==> config.mk <==
export PLATFORM = sky130hd
export DESIGN_NAME = pipe_hazard_ctrl_flat
export DESIGN_NICKNAME = d
export VERILOG_FILES = /design/src/rtl/pipe_hazard_ctrl_if.sv /design/src/rtl/pipe_hazard_ctrl.sv /design/src/flat_wrapper.sv
export SDC_FILE = /design/constraint.sdc
export NUM_CORES = 1
export LEC_CHECK = 0
export ABC_AREA = 1
export CAP_MARGIN = 25
export CORE_MARGIN = 2
export CORE_UTILIZATION = 29
export CTS_CLUSTER_SIZE = 30
export DETAILED_ROUTE_END_ITERATION = 8
export GPL_TIMING_DRIVEN = 0
export HOLD_SLACK_MARGIN = 0.15
export PLACE_DENSITY_LB_ADDON = 0.25
export SYNTH_ARGS = -nofsm -noshare
export SYNTH_HDL_FRONTEND = slang
export SYNTH_SLANG_ARGS = --single-unit
==> constraint.sdc <==
create_clock -name clk -period 1.16 [get_ports clk]
set_clock_uncertainty 0.05 [all_clocks]
set_input_delay 0.232 -clock clk [delete_from_list [all_inputs] [get_ports clk]]
set_output_delay 0.232 -clock clk [all_outputs]
set_load 0.005 [all_outputs]
==> src/rtl/pipe_hazard_ctrl_if.sv <==
// Hazard-control bundle between the decode/execute datapath and pipe_hazard_ctrl.
// master = datapath side (drives hazard inputs), slave = controller (drives enables/selects/counters).
interface pipe_hazard_ctrl_if #(
    parameter int REG_ADDR_W = 5,
    parameter int CNT_W      = 32
);
    logic [REG_ADDR_W-1:0] id_rs;
    logic [REG_ADDR_W-1:0] id_rt;
    logic                  id_uses_rs;
    logic                  id_uses_rt;
    logic [REG_ADDR_W-1:0] ex_rw;
    logic                  ex_w_en;
    logic                  ex_is_load;
    logic [REG_ADDR_W-1:0] mem_rw;
    logic                  mem_w_en;
    logic                  ex_syscall;
    logic                  ex_syscall_halt;
    logic                  branch_taken;
    logic                  resume;

    logic                  pc_en;
    logic                  ps1_en;
    logic                  ps2_en;
    logic                  ps1_flush;
    logic                  ps2_flush;
    logic [1:0]            fwd_a_sel;
    logic [1:0]            fwd_b_sel;
    logic                  halted;
    logic [CNT_W-1:0]      stall_cnt;
    logic [CNT_W-1:0]      flush_cnt;
    logic [CNT_W-1:0]      halt_cycles;

    modport master (
        output id_rs, id_rt, id_uses_rs, id_uses_rt,
        output ex_rw, ex_w_en, ex_is_load, mem_rw, mem_w_en,
        output ex_syscall, ex_syscall_halt, branch_taken, resume,
        input  pc_en, ps1_en, ps2_en, ps1_flush, ps2_flush,
        input  fwd_a_sel, fwd_b_sel, halted,
        input  stall_cnt, flush_cnt, halt_cycles
    );

    modport slave (
        input  id_rs, id_rt, id_uses_rs, id_uses_rt,
        input  ex_rw, ex_w_en, ex_is_load, mem_rw, mem_w_en,
        input  ex_syscall, ex_syscall_halt, branch_taken, resume,
        output pc_en, ps1_en, ps2_en, ps1_flush, ps2_flush,
        output fwd_a_sel, fwd_b_sel, halted,
        output stall_cnt, flush_cnt, halt_cycles
    );
endinterface

==> src/rtl/pipe_hazard_ctrl.sv <==
// ID/EX pipeline hazard controller: load-use stall, branch flush, halt drain, operand forwarding.
// Optional macro HAZARD_PERF_CNT_EN builds the stall/flush/halt performance counters.
module pipe_hazard_ctrl #(
    parameter int REG_ADDR_W   = 5,
    parameter int DRAIN_CYCLES = 2,
    parameter int CNT_W        = 32
) (
    input logic              clk,
    input logic              rst_n,
    pipe_hazard_ctrl_if.slave hz
);

    typedef enum logic [1:0] {
        ST_RUN    = 2'd0,
        ST_DRAIN  = 2'd1,
        ST_HALTED = 2'd2
    } state_e;

    localparam logic [REG_ADDR_W-1:0] REG_ZERO   = {REG_ADDR_W{1'b0}};
    localparam logic [3:0]            DRAIN_LOAD = 4'(DRAIN_CYCLES - 1);

    // EX wins over MEM; a load in EX cannot forward because its data is not ready yet.
    function automatic logic [1:0] fwd_sel(
        input logic                  uses,
        input logic [REG_ADDR_W-1:0] src,
        input logic [REG_ADDR_W-1:0] ex_rw,
        input logic                  ex_w_en,
        input logic                  ex_is_load,
        input logic [REG_ADDR_W-1:0] mem_rw,
        input logic                  mem_w_en
    );
        logic [1:0] sel;
        sel = 2'd0;
        if (!uses) begin
            sel = 2'd0;
        end else if (ex_w_en && !ex_is_load && (ex_rw != REG_ZERO) && (ex_rw == src)) begin
            sel = 2'd1;
        end else if (mem_w_en && (mem_rw != REG_ZERO) && (mem_rw == src)) begin
            sel = 2'd2;
        end else begin
            sel = 2'd0;
        end
        return sel;
    endfunction

    state_e     state_q, state_d;
    logic [3:0] drain_q, drain_d;

    logic       ldu_s;
    logic       hlt_s;
    logic       pc_en_s;
    logic       ps1_en_s;
    logic       ps2_en_s;
    logic       ps1_flush_s;
    logic       ps2_flush_s;
    logic       halted_s;
    logic [1:0] fwd_a_s;
    logic [1:0] fwd_b_s;

    assign ldu_s = hz.ex_is_load && hz.ex_w_en && (hz.ex_rw != REG_ZERO) &&
                   ((hz.id_uses_rs && (hz.id_rs == hz.ex_rw)) ||
                    (hz.id_uses_rt && (hz.id_rt == hz.ex_rw)));
    assign hlt_s = hz.ex_syscall && hz.ex_syscall_halt;

    // State and drain-counter registers.
    always_ff @(posedge clk or negedge rst_n) begin
        if (!rst_n) begin
            state_q <= ST_RUN;
            drain_q <= 4'd0;
        end else begin
            state_q <= state_d;
            drain_q <= drain_d;
        end
    end

    // Next-state and pipeline control decode; priority in RUN is halt > branch > load-use.
    always_comb begin
        state_d     = state_q;
        drain_d     = drain_q;
        pc_en_s     = 1'b0;
        ps1_en_s    = 1'b0;
        ps2_en_s    = 1'b0;
        ps1_flush_s = 1'b0;
        ps2_flush_s = 1'b0;
        halted_s    = 1'b0;
        case (state_q)
            ST_RUN: begin
                if (hlt_s) begin
                    ps2_en_s    = 1'b1;
                    ps2_flush_s = 1'b1;
                    state_d     = ST_DRAIN;
                    drain_d     = DRAIN_LOAD;
                end else if (hz.branch_taken) begin
                    pc_en_s     = 1'b1;
                    ps1_en_s    = 1'b1;
                    ps2_en_s    = 1'b1;
                    ps1_flush_s = 1'b1;
                    ps2_flush_s = 1'b1;
                end else if (ldu_s) begin
                    ps2_en_s    = 1'b1;
                    ps2_flush_s = 1'b1;
                end else begin
                    pc_en_s  = 1'b1;
                    ps1_en_s = 1'b1;
                    ps2_en_s = 1'b1;
                end
            end
            ST_DRAIN: begin
                if (drain_q == 4'd0) begin
                    state_d = ST_HALTED;
                end else begin
                    drain_d = drain_q - 4'd1;
                end
            end
            ST_HALTED: begin
                halted_s = 1'b1;
                if (hz.resume) begin
                    state_d = ST_RUN;
                end else begin
                    state_d = ST_HALTED;
                end
            end
            default: begin
                state_d = ST_RUN;
                drain_d = 4'd0;
            end
        endcase
    end

    // Forwarding selects, independent of pipeline state.
    always_comb begin
        fwd_a_s = fwd_sel(hz.id_uses_rs, hz.id_rs, hz.ex_rw, hz.ex_w_en, hz.ex_is_load,
                          hz.mem_rw, hz.mem_w_en);
        fwd_b_s = fwd_sel(hz.id_uses_rt, hz.id_rt, hz.ex_rw, hz.ex_w_en, hz.ex_is_load,
                          hz.mem_rw, hz.mem_w_en);
    end

    // Outputs are forced quiet for as long as reset is held, without waiting for a clock.
    assign hz.pc_en     = rst_n & pc_en_s;
    assign hz.ps1_en    = rst_n & ps1_en_s;
    assign hz.ps2_en    = rst_n & ps2_en_s;
    assign hz.ps1_flush = rst_n & ps1_flush_s;
    assign hz.ps2_flush = rst_n & ps2_flush_s;
    assign hz.halted    = rst_n & halted_s;
    assign hz.fwd_a_sel = rst_n ? fwd_a_s : 2'd0;
    assign hz.fwd_b_sel = rst_n ? fwd_b_s : 2'd0;

`ifdef HAZARD_PERF_CNT_EN
    localparam logic [CNT_W-1:0] CNT_ONE = {{(CNT_W-1){1'b0}}, 1'b1};

    logic             stall_inc_s;
    logic             flush_inc_s;
    logic             halt_inc_s;
    logic [CNT_W-1:0] stall_cnt_q;
    logic [CNT_W-1:0] flush_cnt_q;
    logic [CNT_W-1:0] halt_cycles_q;

    assign stall_inc_s = (state_q == ST_RUN) && !hlt_s && !hz.branch_taken && ldu_s;
    assign flush_inc_s = (state_q == ST_RUN) && !hlt_s && hz.branch_taken;
    assign halt_inc_s  = (state_q == ST_DRAIN) || (state_q == ST_HALTED);

    // Free-running wrap-around performance counters.
    always_ff @(posedge clk or negedge rst_n) begin
        if (!rst_n) begin
            stall_cnt_q   <= {CNT_W{1'b0}};
            flush_cnt_q   <= {CNT_W{1'b0}};
            halt_cycles_q <= {CNT_W{1'b0}};
        end else begin
            if (stall_inc_s) stall_cnt_q   <= stall_cnt_q + CNT_ONE;
            if (flush_inc_s) flush_cnt_q   <= flush_cnt_q + CNT_ONE;
            if (halt_inc_s)  halt_cycles_q <= halt_cycles_q + CNT_ONE;
        end
    end

    assign hz.stall_cnt   = stall_cnt_q;
    assign hz.flush_cnt   = flush_cnt_q;
    assign hz.halt_cycles = halt_cycles_q;
`else
    assign hz.stall_cnt   = {CNT_W{1'b0}};
    assign hz.flush_cnt   = {CNT_W{1'b0}};
    assign hz.halt_cycles = {CNT_W{1'b0}};
`endif

endmodule
==> src/flat_wrapper.sv <==
// flat-port wrapper written by rule: the top's interface ports become plain ports
module pipe_hazard_ctrl_flat 
#(
    parameter int REG_ADDR_W   = 5,
    parameter int DRAIN_CYCLES = 2,
    parameter int CNT_W        = 32
)
  (clk, rst_n, hz_id_rs, hz_id_rt, hz_id_uses_rs, hz_id_uses_rt, hz_ex_rw, hz_ex_w_en, hz_ex_is_load, hz_mem_rw, hz_mem_w_en, hz_ex_syscall, hz_ex_syscall_halt, hz_branch_taken, hz_resume, hz_pc_en, hz_ps1_en, hz_ps2_en, hz_ps1_flush, hz_ps2_flush, hz_fwd_a_sel, hz_fwd_b_sel, hz_halted, hz_stall_cnt, hz_flush_cnt, hz_halt_cycles);
  pipe_hazard_ctrl_if #(.REG_ADDR_W(REG_ADDR_W), .CNT_W(CNT_W)) hz_i ();
  input logic clk;
  input logic rst_n;
  input wire logic [$bits(hz_i.id_rs)-1:0] hz_id_rs;
  input wire logic [$bits(hz_i.id_rt)-1:0] hz_id_rt;
  input wire logic [$bits(hz_i.id_uses_rs)-1:0] hz_id_uses_rs;
  input wire logic [$bits(hz_i.id_uses_rt)-1:0] hz_id_uses_rt;
  input wire logic [$bits(hz_i.ex_rw)-1:0] hz_ex_rw;
  input wire logic [$bits(hz_i.ex_w_en)-1:0] hz_ex_w_en;
  input wire logic [$bits(hz_i.ex_is_load)-1:0] hz_ex_is_load;
  input wire logic [$bits(hz_i.mem_rw)-1:0] hz_mem_rw;
  input wire logic [$bits(hz_i.mem_w_en)-1:0] hz_mem_w_en;
  input wire logic [$bits(hz_i.ex_syscall)-1:0] hz_ex_syscall;
  input wire logic [$bits(hz_i.ex_syscall_halt)-1:0] hz_ex_syscall_halt;
  input wire logic [$bits(hz_i.branch_taken)-1:0] hz_branch_taken;
  input wire logic [$bits(hz_i.resume)-1:0] hz_resume;
  output wire logic [$bits(hz_i.pc_en)-1:0] hz_pc_en;
  output wire logic [$bits(hz_i.ps1_en)-1:0] hz_ps1_en;
  output wire logic [$bits(hz_i.ps2_en)-1:0] hz_ps2_en;
  output wire logic [$bits(hz_i.ps1_flush)-1:0] hz_ps1_flush;
  output wire logic [$bits(hz_i.ps2_flush)-1:0] hz_ps2_flush;
  output wire logic [$bits(hz_i.fwd_a_sel)-1:0] hz_fwd_a_sel;
  output wire logic [$bits(hz_i.fwd_b_sel)-1:0] hz_fwd_b_sel;
  output wire logic [$bits(hz_i.halted)-1:0] hz_halted;
  output wire logic [$bits(hz_i.stall_cnt)-1:0] hz_stall_cnt;
  output wire logic [$bits(hz_i.flush_cnt)-1:0] hz_flush_cnt;
  output wire logic [$bits(hz_i.halt_cycles)-1:0] hz_halt_cycles;
  assign hz_i.id_rs = hz_id_rs;
  assign hz_i.id_rt = hz_id_rt;
  assign hz_i.id_uses_rs = hz_id_uses_rs;
  assign hz_i.id_uses_rt = hz_id_uses_rt;
  assign hz_i.ex_rw = hz_ex_rw;
  assign hz_i.ex_w_en = hz_ex_w_en;
  assign hz_i.ex_is_load = hz_ex_is_load;
  assign hz_i.mem_rw = hz_mem_rw;
  assign hz_i.mem_w_en = hz_mem_w_en;
  assign hz_i.ex_syscall = hz_ex_syscall;
  assign hz_i.ex_syscall_halt = hz_ex_syscall_halt;
  assign hz_i.branch_taken = hz_branch_taken;
  assign hz_i.resume = hz_resume;
  assign hz_pc_en = hz_i.pc_en;
  assign hz_ps1_en = hz_i.ps1_en;
  assign hz_ps2_en = hz_i.ps2_en;
  assign hz_ps1_flush = hz_i.ps1_flush;
  assign hz_ps2_flush = hz_i.ps2_flush;
  assign hz_fwd_a_sel = hz_i.fwd_a_sel;
  assign hz_fwd_b_sel = hz_i.fwd_b_sel;
  assign hz_halted = hz_i.halted;
  assign hz_stall_cnt = hz_i.stall_cnt;
  assign hz_flush_cnt = hz_i.flush_cnt;
  assign hz_halt_cycles = hz_i.halt_cycles;
  pipe_hazard_ctrl #(.REG_ADDR_W(REG_ADDR_W), .DRAIN_CYCLES(DRAIN_CYCLES), .CNT_W(CNT_W)) u_core (.clk(clk), .rst_n(rst_n), .hz(hz_i));
endmodule
Word-level counts from Yosys, hierarchy flattened
Index checks and enable logic that the tools add are counted.
{ "totals": {"ff_bits": 6, "out_inout_bits": 106, "inputBits": 31, "wordCells": 69} }
{ "op_classes": {"bitwise_logic": 6, "mux": 28, "add_sub_neg": 1, "n_eq_ne": 11, "n_reduce_logical": 21} }
{ "op_table": {"columns": ["op", "count"], "rows": [
  ["$eq A5 B5 Y1", 6],
  ["$mux W2", 11],
  ["$logic_and A1 B1 Y1", 13],
  ["$mux W1", 13],
  ["$pmux W4 S3", 1],
  ["$reduce_bool A5 Y1", 2],
  ["$mux W4", 2],
  ["$pmux W2 S3", 1],
  ["$and A1 B1 Y1", 5],
  ["$logic_not A4 Y1", 1],
  ["$ne A2 B1 Y1 const B", 2],
  ["$sub A4 B1 Y4 const B", 1],
  ["$reduce_and A3 Y1", 1],
  ["$eq A2 B1 Y1 const B", 1],
  ["$eq A2 B2 Y1 const B", 1],
  ["$logic_not A2 Y1", 1],
  ["$ne A2 B2 Y1 const B", 1],
  ["$reduce_and A2 Y1", 1],
  ["$logic_not A1 Y1", 1],
  ["$logic_or A1 B1 Y1", 1],
  ["$not A1 Y1", 1]
]} }

Depth between registers and ports, before layout
Gate-level depths: netlist of the first run.
{ "depth": {"ltp_word": 9, "depth_mapped": 10} }

Worst setup path before layout of the first run
Ideal clock, no wire load.
{ "synth_timing": {"path_type": "register to register", "start": "register u_core.drain_q[0]", "end": "register u_core.drain_q[0]", "path_slack_ns": -0.076, "path_buffers": 0, "arrival_time_ns": 1.064, "path_stages_with_launch": 8, "cell_sequence": "dfrtp_1 > inv_1 > ha_1 > nand4_2 > nand3_2 > inv_2 > o211ai_2 > o21ai_2"} }
{ "synth_between": {"elab_chain_len": 3, "elab_cells_between_ends": 6, "cone_classes": "add/sub: 1; eq/ne: 1; mux: 2; reduce/logical: 2"} }
{ "synth_rtl": {"columns": ["item", "line_no", "text"], "rows": [
  ["start, declared", "pipe_hazard_ctrl.sv:47", "logic [3:0] drain_q, drain_d;"],
  ["start signal, assigned", "pipe_hazard_ctrl.sv:72", "drain_q <= drain_d;"],
  ["$sub A4 B1 Y4 or $logic_not A4 Y1 (tied branches)", "pipe_hazard_ctrl.sv:112, pipe_hazard_ctrl.sv:109", null],
  ["$mux W4 or $ne A2 B2 Y1 (tied branches)", null, null],
  ["$pmux W4 S3 or $reduce_and A3 Y1 (tied branches)", null, null]
]} }
Several ways; a longest one is shown, not always the timed one. The select of a mux whose other input is x is not followed.
A chain may end at the register's enable or synchronous reset.

Worst setup path after layout of the first run
{ "layout_timing": {"start": "register u_core.state_q[0]", "end": "output hz_ps1_en"} }
{ "layout_between": {"elab_chain_len": 3} }
{ "layout_rtl": {"columns": ["item", "line_no", "text"], "rows": [
  ["start, declared", "pipe_hazard_ctrl.sv:46", "state_e state_q, state_d;"],
  ["start signal, assigned", "pipe_hazard_ctrl.sv:71", "state_q <= state_d;"],
  ["$logic_not A2 Y1", "pipe_hazard_ctrl.sv:86", "case (state_q)"],
  ["$mux W1", "pipe_hazard_ctrl.sv:86", null],
  ["$and A1 B1 Y1", "pipe_hazard_ctrl.sv:140", "assign hz.ps1_en = rst_n & ps1_en_s;"],
  ["end, declared", "flat_wrapper.sv:26", "output wire logic [$bits(hz_i.ps1_en)-1:0] hz_ps1_en;"]
]} }
No other way between the ends.

==> results of run 1 <==
[synth_stat cells (3+ instances only)]
cell type | n | share of area (%)
buf_4 | 97 | 47
dfrtp_1 | 6 | 9.6
inv_1 | 24 | 5.8
inv_2 | 5 | 1.2
nand2_1 | 31 | 7.4
nand3_1 | 11 | 3.5
nor2_1 | 11 | 2.6
nor2_2 | 4 | 1.6
nor3_1 | 6 | 1.9
o21ai_0 | 4 | 1.3
o21ai_1 | 3 | 0.96
xnor2_1 | 3 | 1.7
xor2_1 | 6 | 3.4
[worst max-delay path: stages (launching register included)]
cell and delay, ps:
dfrtp_1 410, nor2_4 140, nand2_2 80, nor2_1 100
nand2_1 60, inv_2 60, buf_6 80, buf_6 80
[power by group]
part / total [uW] / switching (uW) / internal (uW)
clock: 326 / 102 / 224
sequential: 351 / 60.5 / 291
combinational: 1920 / 950 / 971
total: 2600 / 1110 / 1490
[per-layer routing]
| layer | up-vias | part of all wire, % |
|---|---|---|
| li1 | 839 | - |
| met1 | 635 | 36 |
| met2 | 73 | 55 |
| met3 | 5 | 8.4 |
| met4 | 0 | 1.1 |
| met5 | - | 0 |
[cell families (layout without fill, tap and decap cells)]
group           Yosys count  count (layout)  synth area share [%]
compound gates           15              15                  6.65
xor+xnor                  9               9                  5.04
fa+ha+maj                 2               2                  1.60
buf+inv                 126             184                  53.6
flops                     6               6                  9.61
other cells               1              96                 0.240
simple gates             73              73                  23.3
[cell type report]
type                            count  share of cell area (%)
Multi-Input combinational cell    195                    40.8
Sequential cell                     6                    5.35
Buffer                             97                    26.1
Clock buffer                        3                    1.47
Inverter                           29                    4.90
Timing Repair Buffer               55                    18.3
Tap cell                           70                    3.12
[worst paths after layout]
| check | start | endpoint | slack [ps] | cells past startpoint |
|---|---|---|---|---|
| max in group asynchronous | rst_n | u_core.state_q[1]$_DFFE_PN0P_ | 450 | 2 |
| min reg2reg | u_core.drain_q[1]$_DFFE_PN0P_ | u_core.drain_q[1]$_DFFE_PN0P_ | 510 | 2 |
| min | hz_ex_syscall_halt | u_core.state_q[0]$_DFFE_PN0P_ | 290 | 3 |
| max reg2reg | u_core.state_q[0]$_DFFE_PN0P_ | u_core.drain_q[3]$_DFFE_PN0P_ | -210 | 8 |
| min in group asynchronous | rst_n | u_core.drain_q[2]$_DFFE_PN0P_ | 380 | 2 |
| max | u_core.state_q[0]$_DFFE_PN0P_ | hz_ps1_en | -370 | 7 |
[through the flow]
step | util [%] | area [um2] | hold WS, ps | setup WS, ps | setup TNS, ps
after detailed placement | 47.8 | 2460 | 473 | -1360 | -12890
after floorplan | - | 1970 | -114 | -21.7 | -21.7
after CTS | 52.4 | 2700 | 384 | -364 | -3640
after global placement | 47.8 | 2460 | 479 | -1330 | -12660
after global routing | 54.6 | 2810 | 310 | -462 | -4870
final | 54.6 | 2810 | 288 | -375 | -3870
[sequential cells by signal, indices dropped and copies added, names as in the netlist]
name            cells
u_core.drain_q      4
u_core.state_q      2
[what timing repair did]
action                     CTS  global route
hold buffers                 1             0
setup endpoints to repair   15            16
hold endpoints to repair     6             0
buffers inserted            13             5
gates resized for setup    173            39
pin swaps                   38            35
==> impl_metrics.csv, run 1 <==
group,metric,value,unit
cells_and_area,num_antenna_cells,0,
worst_setup_path,worst_setup_path_end_kind,"primary output",
grt,grt_pass1_wl,6440,um
clocking,clk-insertion-delay-late,230,ps
hold_path,hp-class,"in -> reg",
grt,grt_usage,13.2,%
cells_and_area,area_delta_synth_final,79.7,%
floorplan,die_x,77.4,um
drt,via_count,1552,
grt,grt_antenna_before_repair,0,
worst_setup_path,crit_arrival,1250,ps
worst_setup_path,crit_type,"reg -> out",
cells_and_area,layoutNonFillerInstCount,455,
logic_synthesis,yosysSeqAreaShare,9.61,%
grt,grt_max_degree,7,
grt,overflow,0,
floorplan,fp-row-count,26,
timing,min_period,1530,ps
clocking,path_clk_slew,40,ps
grt,grt_use_met1,13.8,%
logic_synthesis,synth_area_per_cell,6.74,um2
logic_synthesis,synthCells,232,
worst_setup_path,start_kind,"flip-flop",
cells_and_area,final_common_cell,"buf_4",
run,max_cap_viol_count,0,
power_and_ir_drop,ir_worst_vdd,0.622,mV
clocking,cts_tree,"done",
place,place_inst,437,
cells_and_area,multi_input_area,0.00115,mm2
timing,clock.fmax,0.651,GHz
logic_synthesis,async_flop_share,100,%
place,hpwl,3280,um
grt,first_global_vias,1453,
floorplan,die_area,0.00599,mm2
logic_synthesis,synth_edf_count,0,
grt,met2_usage,25.7,%
grt,busiest_layer,"met2",
floorplan,die_y,77.4,um
drt,drtIter0Drc,26,
clocking,clockBufferDepth,2,
cells_and_area,fillers,514,
place,place.gp.congestion,0.795,
power_and_ir_drop,finalPower,2600,uW
logic_synthesis,synth_cell_types,30,
floorplan,initial_core_util,30.4,%
logic_synthesis,synth_ff_type,"dfrtp_1",
outcome,status,"finished with violations",
floorplan,pin_count,137,
cells_and_area,post_route_cells_drive_above_1_share,53.8,%
drt,drc,0,
timing,period_share,132,%
drt,wl,3970,um
cells_and_area,regArea,150,um2
grt,grt_use_met3,3.37,%
worst_setup_path,required,880,ps
logic_synthesis,synth_area,0.00156,mm2
logic_synthesis,ys_seq_elements,6,
worst_setup_path,path_max_fanout,3,
drt,dr.pass1.iters,4,
timing,grt_setup_unrepaired,"yes",
power_and_ir_drop,p_per_area,926,mW/mm2
drt,ant_nets,0,
place,port_buffers,40,
clocking,cts_buffers,3,
drt,wl_per_cell,8.72,um
timing,slew_violations,0,
timing,setup_viol,15,
power_and_ir_drop,leakage,0.00166,uW
floorplan,core_area,0.00514,mm2
drt,vias_per_cell,3.41,
clocking,clock-sinks,6,
clocking,root_buffer,"clkbuf_8",
logic_synthesis,ys.warnings.count,0,
timing,timing.final.ws_setup,-375,ps
clocking,h-tree-depth,1,
cells_and_area,final_cell_mix,"buf_4 (104), conb_1 (96), nand2_1 (24)",
outcome,violations,"negative setup slack",
cells_and_area,nets,420,
timing,hold_viol,0,
Power figures use the tool's default switching activity.
==> run 2, diff against run 1 <==
Settings changed: CAP_MARGIN 25 to 20, CORE_MARGIN 2 to not set, PLACE_DENSITY set to 0.87, PLACE_DENSITY_LB_ADDON 0.25 to not set.
==> run 2 against run 1 <==
  * The run still ends with negative setup slack left
  * Clock power shrank 6.4%
  * Design area shrank 3.5%
  * Core utilization shrank 1.9 points
  * Critical path depth unchanged
  * Fmax increased by 2.9%
  * Hold slack gained 110 ps
  * Largest power group unchanged
==> impl_metrics.csv, run 2 (synthesis results as in run 1) <==
group,metric,value,unit
hold_path,hp-class,"in -> reg",
worst_setup_path,required,880,ps
cells_and_area,final_common_cell,"buf_4",
cells_and_area,fin_util,52.7,%
power_and_ir_drop,finalPower,2510,uW
floorplan,fp-row-count,26,
cells_and_area,area_delta_synth_final,73.3,%
grt,first_global_vias,1285,
clocking,clk-insertion-delay-late,220,ps
cells_and_area,regMostFlops,"u_core.drain_q",
timing,grt_setup_unrepaired,"yes",
worst_setup_path,start_kind,"flip-flop",
cells_and_area,final_cell_mix,"buf_4 (110), conb_1 (96), nand2_1 (23)",
grt,grt_usage,12.3,%
clocking,h-tree-depth,1,
drt,met3WireLength,267,um
timing,setup_viol,14,
power_and_ir_drop,leakage,0.00162,uW
worst_setup_path,worst_setup_path_end_kind,"primary output",
place,port_buffers,40,
outcome,status,"finished with violations",
timing,setup_tns,-3270,ps
floorplan,die_area,0.00569,mm2
outcome,violations,"negative setup slack",
drt,dr.pass1.iters,4,
power_and_ir_drop,p_per_area,928,mW/mm2
clocking,cts_buffers,3,
grt,grt_max_degree,7,
clocking,path_clk_slew,40,ps
grt,grt_antenna_before_repair,0,
timing,hold_viol,0,
place,place_inst,437,
drt,drc,0,
timing,period_share,129,%
drt,ant_nets,0,
place,place.gp.congestion,0.855,
worst_setup_path,crit_type,"reg -> out",
drt,via_count,1557,
drt,top_layer,"met4",
floorplan,pin_count,137,
drt,vias_per_cell,3.42,
worst_setup_path,max_stage_delay,400,ps
floorplan,die_x,75.4,um
drt,wl_per_cell,8.28,um
cells_and_area,post_route_cells_drive_above_1_share,51.9,%
floorplan,initial_core_util,30.4,%
cells_and_area,largest_reg_flops,4,
floorplan,die_y,75.4,um
timing,timing.final.ws_setup,-331,ps
floorplan,core_area,0.00514,mm2
timing,slew_violations,0,
cells_and_area,num_antenna_cells,0,
drt,wl_met1,1340,um
clocking,cts_tree,"done",
worst_setup_path,cp_slowest_cell,"dfrtp_1",
worst_setup_path,path_max_fanout,3,
timing,min_period,1490,ps
place,hpwl,3220,um
drt,route.met2.wl,2140,um
worst_setup_path,crit_arrival,1210,ps
clocking,root_buffer,"clkbuf_8",
drt,wl,3770,um
cells_and_area,top_regs,"u_core.drain_q (4), u_core.state_q (2)",
cells_and_area,nets,420,
grt,overflow,0,
clocking,clockBufferDepth,2,
drt,drtIter0Drc,29,
cells_and_area,layoutNonFillerInstCount,455,
power_and_ir_drop,ir_worst_vdd,0.565,mV
worst_setup_path,critPathTopFamily,"flip-flops",
worst_setup_path,cp.buffers_inverters,3,
worst_setup_path,crit_path_cell_trace,"nor2_2 > nand2_2 > nor2_2 > nand2_1 > inv_2 > buf_6 > buf_6",
clocking,clock-sinks,6,
timing,clock.fmax,0.671,GHz
grt,grt_pass1_wl,5360,um
run,max_cap_viol_count,0,
-- run 2: changes by cell type in the layout (fill, tap and decap cells not counted), sizes merged --
cell	delta
buf	-2
clkdlybuf4s15	+1
dlygate4sd2	+1
-- run 2: final cells by class --
class | instances | area [um2]
tap | 70 | 87.6
multi-input combinational | 195 | 1090
fill | 501 | 2430
clock buffer | 3 | 41.3
buffer | 97 | 732
timing repair buffer | 55 | 472
inverter | 29 | 135
sequential | 6 | 150
-- run 2: path summary, 6_finish.rpt --
kind,startpoint,end,slack [ps],depth (start not counted)
max in group asynchronous,rst_n,u_core.drain_q[1]$_DFFE_PN0P_,430,2
hold / removal,hz_ex_syscall_halt,u_core.state_q[0]$_DFFE_PN0P_,400,4
setup reg to reg,u_core.state_q[0]$_DFFE_PN0P_,u_core.drain_q[3]$_DFFE_PN0P_,-120,8
setup / recovery,u_core.state_q[0]$_DFFE_PN0P_,hz_ps1_en,-330,7
hold reg to reg,u_core.drain_q[2]$_DFFE_PN0P_,u_core.drain_q[2]$_DFFE_PN0P_,540,3
min in group asynchronous,rst_n,u_core.drain_q[3]$_DFFE_PN0P_,410,2
-- run 2: worst min-delay path, stage by stage --
cell and delay, ps:
dlymetal6s2s_1 130, nand2_1 100, buf_4 110, o21ai_1 50
-- run 2: through the flow --
| step | setup WS [ps] | hold slack (ps) | cell area (um2) |
|---|---|---|---|
| 2_1_floorplan | -21.7 | -114 | 1970 |
| 3_3_place_gp | -1380 | 478 | 2460 |
| 3_5_place_dp | -1410 | 483 | 2460 |
| 4_1_cts | -378 | 422 | 2540 |
| 5_1_grt | -446 | 417 | 2710 |
| 6_report | -331 | 400 | 2710 |
-- run 2: per-layer routing --
metal / global-route usage, % / vias up
met3: 1.72 / 2
met4: 4.12 / 0
met2: 24.1 / 61
met1: 13.3 / 659
li1: - / 835
met5: 0 / -
-- run 2: report_power, final --
part	switching (uW)	internal (uW)
clock network	82.5	222
logic	914	949
registers	55.9	291
-- run 2: what timing repair did --
item,in CTS,in global routing
buffers inserted,9,5
endpoints found under the hold margin,6,0
setup endpoints to repair,14,15
pin swaps,29,28
gates resized for setup,139,45
hold buffers,1,0
==> run 3, diff against run 2 <==
Settings changed: SLEW_MARGIN set to 20.
==> results of run 3 <==
Same layout as run 2: the final DEF is identical, and so are final timing and power.
